**config.mk**
```make
export PLATFORM = sky130hd
export DESIGN_NAME = uart_rx_stdin
export DESIGN_NICKNAME = d
export VERILOG_FILES = /design/src/rtl/uart_pkg.sv /design/src/rtl/sync_fifo.sv /design/src/rtl/uart_rx_stdin.sv
export SDC_FILE = /design/constraint.sdc
export NUM_CORES = 1
export LEC_CHECK = 0
export CAP_MARGIN = 20
export CORE_MARGIN = 3
export CORE_UTILIZATION = 53
export DETAILED_ROUTE_END_ITERATION = 8
export PLACE_DENSITY = 0.72
export SLEW_MARGIN = 10
export SYNTH_ARGS = -nofsm -noshare
export SYNTH_HDL_FRONTEND = slang
export SYNTH_SLANG_ARGS = --single-unit
```
**constraint.sdc**
```tcl
create_clock -name clk -period 2.8 [get_ports clk]
set_input_delay 0.56 -clock clk [delete_from_list [all_inputs] [get_ports clk]]
set_output_delay 0.56 -clock clk [all_outputs]
set_load 0.005 [all_outputs]
```
**src/rtl/uart_pkg.sv**
```systemverilog
// Shared UART definitions: baud divisors and the receiver FSM state encoding,
// common to uart_rx_stdin and uart_tx.
package uart_pkg;

  // 12 MHz board clock divided down to 115200 baud.
  localparam int B115200 = 104;

  typedef enum logic [2:0] {
    IDLE,
    START,
    DATA,
    STOP,
    BREAK
  } uart_state_e;

endpackage

```
**src/rtl/sync_fifo.sv**
```systemverilog
// Show-ahead synchronous FIFO: dout always reflects the head entry, and reads 0 while empty.
// A push into a full FIFO is accepted only when a pop frees a slot in the same cycle.
module sync_fifo #(
  parameter int WIDTH = 8,
  parameter int DEPTH = 16
) (
  input  logic             clk,
  input  logic             reset,
  input  logic             push,
  input  logic [WIDTH-1:0] din,
  input  logic             pop,
  output logic [WIDTH-1:0] dout,
  output logic             empty,
  output logic             full
);

  localparam int AW = $clog2(DEPTH);
  localparam logic [AW:0] DEPTH_C = (AW+1)'(DEPTH);

  logic [WIDTH-1:0] mem_q [DEPTH];
  logic [AW-1:0]    wr_ptr_q, wr_ptr_d;
  logic [AW-1:0]    rd_ptr_q, rd_ptr_d;
  logic [AW:0]      count_q,  count_d;
  logic             do_push, do_pop;

  assign empty   = (count_q == '0);
  assign full    = (count_q == DEPTH_C);
  assign do_pop  = pop && !empty;
  assign do_push = push && (!full || do_pop);
  assign dout    = empty ? '0 : mem_q[rd_ptr_q];

  // NOTE: every signal assigned here gets its default first, so no path leaves one unassigned and infers a latch.
  always_comb begin
    wr_ptr_d = wr_ptr_q;
    rd_ptr_d = rd_ptr_q;
    count_d  = count_q;
    if (do_push) wr_ptr_d = wr_ptr_q + 1'b1;
    if (do_pop)  rd_ptr_d = rd_ptr_q + 1'b1;
    if (do_push && !do_pop)      count_d = count_q + 1'b1;
    else if (do_pop && !do_push) count_d = count_q - 1'b1;
  end

  // NOTE: sequential state uses non-blocking assignments so every flop updates from pre-edge values.
  always_ff @(posedge clk) begin
    if (reset) begin
      wr_ptr_q <= '0;
      rd_ptr_q <= '0;
      count_q  <= '0;
    end else begin
      wr_ptr_q <= wr_ptr_d;
      rd_ptr_q <= rd_ptr_d;
      count_q  <= count_d;
    end
  end

  // NOTE: storage is deliberately not reset; the occupancy count and the empty-gated dout hide stale entries.
  always_ff @(posedge clk) begin
    if (do_push) mem_q[wr_ptr_q] <= din;
  end

endmodule

```
**src/rtl/uart_rx_stdin.sv**
```systemverilog
// 8N1 UART receiver that queues bytes for the CPU's stdin behind a valid/ready handshake,
// flagging framing errors (one pulse per bad frame) and a sticky FIFO overrun.
module uart_rx_stdin
  import uart_pkg::*;
#(
  parameter int BAUD       = B115200,
  parameter int FIFO_DEPTH = 16
) (
  input  logic       clk,
  input  logic       reset,
  input  logic       rx,
  output logic [7:0] stdin_data,
  output logic       stdin_valid,
  input  logic       stdin_ready,
  output logic       frame_err,
  output logic       overrun
);

  localparam int CW = $clog2(BAUD);
  localparam logic [CW-1:0] HALF_BIT = CW'(BAUD/2 - 1);
  localparam logic [CW-1:0] FULL_BIT = CW'(BAUD - 1);

  logic          rx_meta_q, rx_s_q;
  uart_state_e   state_q, state_d;
  logic [CW-1:0] cnt_q, cnt_d;
  logic [2:0]    idx_q, idx_d;
  logic [7:0]    shreg_q, shreg_d;
  logic          frame_err_q, frame_err_d;
  logic          overrun_q, overrun_d;
  logic          tick, push, pop, fifo_empty, fifo_full;

  assign tick        = (cnt_q == '0);
  assign stdin_valid = !fifo_empty;
  assign pop         = stdin_valid && stdin_ready;
  assign frame_err   = frame_err_q;
  assign overrun     = overrun_q;
  assign overrun_d   = overrun_q | (push & fifo_full & ~pop);

  always_comb begin
    state_d     = state_q;
    cnt_d       = cnt_q;
    idx_d       = idx_q;
    shreg_d     = shreg_q;
    push        = 1'b0;
    frame_err_d = 1'b0;
    case (state_q)
      IDLE: begin
        if (!rx_s_q) begin
          state_d = START;
          cnt_d   = HALF_BIT;
        end
      end
      START: begin
        if (!tick) begin
          cnt_d = cnt_q - 1'b1;
        end else if (!rx_s_q) begin
          state_d = DATA;
          cnt_d   = FULL_BIT;
          idx_d   = '0;
        end else begin
          state_d = IDLE;
        end
      end
      DATA: begin
        if (!tick) begin
          cnt_d = cnt_q - 1'b1;
        end else begin
          shreg_d = {rx_s_q, shreg_q[7:1]};
          cnt_d   = FULL_BIT;
          if (idx_q == 3'd7) state_d = STOP;
          else               idx_d   = idx_q + 1'b1;
        end
      end
      STOP: begin
        if (!tick) begin
          cnt_d = cnt_q - 1'b1;
        end else if (rx_s_q) begin
          push    = 1'b1;
          state_d = IDLE;
        end else begin
          frame_err_d = 1'b1;
          state_d     = BREAK;
        end
      end
      BREAK: begin
        // Stay here until the line returns high so a held-low line reports only once.
        if (rx_s_q) state_d = IDLE;
      end
      default: state_d = IDLE;
    endcase
  end

  always_ff @(posedge clk) begin
    if (reset) begin
      rx_meta_q   <= 1'b1;
      rx_s_q      <= 1'b1;
      state_q     <= IDLE;
      cnt_q       <= '0;
      idx_q       <= '0;
      shreg_q     <= '0;
      frame_err_q <= 1'b0;
      overrun_q   <= 1'b0;
    end else begin
      rx_meta_q   <= rx;
      rx_s_q      <= rx_meta_q;
      state_q     <= state_d;
      cnt_q       <= cnt_d;
      idx_q       <= idx_d;
      shreg_q     <= shreg_d;
      frame_err_q <= frame_err_d;
      overrun_q   <= overrun_d;
    end
  end

  sync_fifo #(
    .WIDTH(8),
    .DEPTH(FIFO_DEPTH)
  ) u_fifo (
    .clk  (clk),
    .reset(reset),
    .push (push),
    .din  (shreg_q),
    .pop  (pop),
    .dout (stdin_data),
    .empty(fifo_empty),
    .full (fifo_full)
  );

endmodule

```
==> reports/metrics.cfg <==
[sta]
timing.fmax_mhz = 366.8
post-route-min-period_ns = 2.726
final-setup-viol-count = 0
tightest_slew_ns = 0.6050
final-max-slew-violation-count = 0
setup_tns_ns = 0
period_share_pct = 97.37
hold_violations = 0
finalClockSkew_ns = 0.006349
slew_headroom_pct = 59.61

[synth]
synth-warning-count = 0
syn_area_um2 = 6953
synth_ff_type = edfxtp_1
postSynthCellCount = 445
ys_seq_elements = 170
avgSynthCellArea_um2 = 15.62
yosysTopAreaCell = edfxtp_1
synth_edf_count = 128
synth_area_leaders = edfxtp_1 (55%), dfxtp_1 (12%), mux4_2 (10%)
synth_cell_types = 45
syn_nets = 463
async_flop_share_pct = 0
yosysTopAreaCellShare_pct = 55.28
synth-seq-area-share_pct = 67.37

[place]
dp_cells = 645
dp_hpwl_um = 8217
gp_congestion = 0.7902
postPlaceCellArea_um2 = 7520
numPortBuffers = 14

[power]
p_comb_share_pct = 28.0
power.leakage_nw = 2.862
switching_share_pct = 26.59
clkPwrFrac_pct = 31.4
internal_power_mw = 5.171
seq_power_share_pct = 40.6
p_per_area_nw_per_um2 = 844.6
peakVddDrop_mv = 0.5542
switchingPower_mw = 1.873

[floorplan]
rows = 41
die_h_um = 120.5
dieArea_um2 = 14530
ios = 15
core-area_um2 = 12720
start_util_pct = 54.65
floorplan.die.width_um = 120.5

[global_route]
grt_remaining_overflow = 0
grt_max_degree = 41
track_usage_pct = 20.01
grtUsageMet1_pct = 25.08
use_met3_pct = 4.818
grt_pass1_wl_um = 21670
antenna_found_initial = 0
first_global_vias = 4124
use_met2_pct = 34.16
busiest_layer = met2

[cts]
numCtsBuffers = 17
path_clk_slew_ns = 0.06
cts_hold_buffers = 0
cts_tree = yes
cts_root_buf = clkbuf_16
cts_buffer_depth = 2
cts_sinks = 170
cts.htree.levels = 4
clkLatencyLatePin_ns = 0.42

[setup_path]
crit_type = reg -> out
crit_arrival_ns = 2.17
cp-end-kind = output pin
start_kind = flip-flop
crit_fanout = 6
crit_required_ns = 2.24

[cells_and_area]
nets = 525
syn_to_final_growth_pct = 19.94
stdcell_area_um2 = 8339
stdcell_count = 691
antennaDiodeCount = 0
final_common_cell = edfxtp_1
layout_common_cells = edfxtp_1 (128), nor2_1 (50), buf_4 (42), dfxtp_1 (39), mux4_2 (32)
utilization_pct = 65.55
drive_gt1_share_pct = 27.17
fillCellCount = 938

[routing]
ant_nets = 0
dr.pass1.iters = 4
wire_per_inst_um = 19.38
drc_errors = 0
via_count = 3874
drt-initial-drc-count = 266
viasPerCell = 5.606
drt-total-wl_um = 13390

[hold_path]
hold_path.class = reg -> reg

[status]
run_status = finished, final reports clean

[flow_run]
cap_violations = 0

## through the flow
step           setup slack (ns)  hold WS, ns  total power [mW]
6_report                0.07359       0.4083             7.044
5_1_grt               -0.004035       0.4246             7.360
4_1_cts                 -0.1329       0.4073             6.925
3_5_place_dp            -0.2368       0.3929             4.538
3_3_place_gp            -0.1865       0.3976             4.485
2_1_floorplan           0.01755       0.3895             3.937
## cell usage after synthesis, drive strengths merged, types with 3 or more instances
library cell,instances
mux2i,30
edfxtp,128
nand2b,6
nor4,4
inv,10
ha,13
nand2,16
a22oi,3
nor2b,3
dfxtp,42
clkbuf,14
xor2,6
mux4,32
o21ai,7
xnor2,5
or2,4
buf,7
a21oi,13
o22ai,8
nand3,6
nor2,50
nor3,13
## power by group through the flow
stage / logic, mW / clock network, mW / registers (mW)
floorplan: 1.09 / 0 / 2.85
global placement: 1.62 / 0 / 2.87
detailed placement: 1.67 / 0 / 2.87
CTS: 1.82 / 2.26 / 2.85
global route: 2.14 / 2.35 / 2.87
finish: 1.97 / 2.21 / 2.86
## sequential cells by signal, summed over array words and instances, names as in the netlist, named ones only
signal and cells:
state_q 3, u_fifo.wr_ptr_q 4, cnt_q 7, frame_err 1, rx_s_q 1, shreg_q 8
u_fifo.mem_q 128, u_fifo.count_q 5, overrun 1, rx_meta_q 1, u_fifo.rd_ptr_q 4, idx_q 3
## worst max-delay path: stages (launching register included)
cell           delay (ns)
dfxtp_4              0.42
buf_12               0.12
buf_16               0.12
mux4_2               0.49
mux2i_1              0.22
o22ai_1              0.11
dlygate4sd2_1        0.27
## layout make-up
type | count | area (um2) | area share, %
inverter | 10 | 37.54 | 0.4501
clock inverter | 14 | 132.6 | 1.590
clock buffer | 17 | 425.4 | 5.101
timing repair buffer | 64 | 601.8 | 7.217
tap | 172 | 215.2 | 2.581
multi-input combinational | 244 | 2236 | 26.81
sequential | 170 | 4691 | 56.25
## metal layers
layer | up-vias | wire [um]
met1 | 1955 | 5332
met4 | 0 | 231
met2 | 83 | 7199
met3 | 25 | 626
li1 | 1811 | -
met5 | - | 0
## worst paths after layout
check             startpoint           endpoint  slack, ns  depth (start not counted)
setup / recovery   flip-flop      stdin_data[1]       0.07                          6
hold reg to reg    rx_meta_q             rx_s_q       0.41                          1
hold / removal     rx_meta_q             rx_s_q       0.41                          1
setup reg to reg    cnt_q[0]  u_fifo.count_q[3]       0.16                         14
## cells by family (layout without fill, tap and decap cells)
logic type	count (synthesis)	count (layout)	synth area share (%)
xor gates and xnor gates	11	11	1.386
muxes	63	63	14.85
AOI/OAI and AO/OA	41	41	3.653
DFF	170	170	67.37
buffers and inverters	31	105	1.835
adders and majority gates	14	14	2.627
and+or+nand+nor	115	115	8.278
## repair_timing
item	in CTS	in global routing
resized for setup	22	19
pin swaps	1	7
cloned	2	0
buffers inserted	5	8
endpoints found under the setup margin	8	7
(Power assumes the default switching activity.)
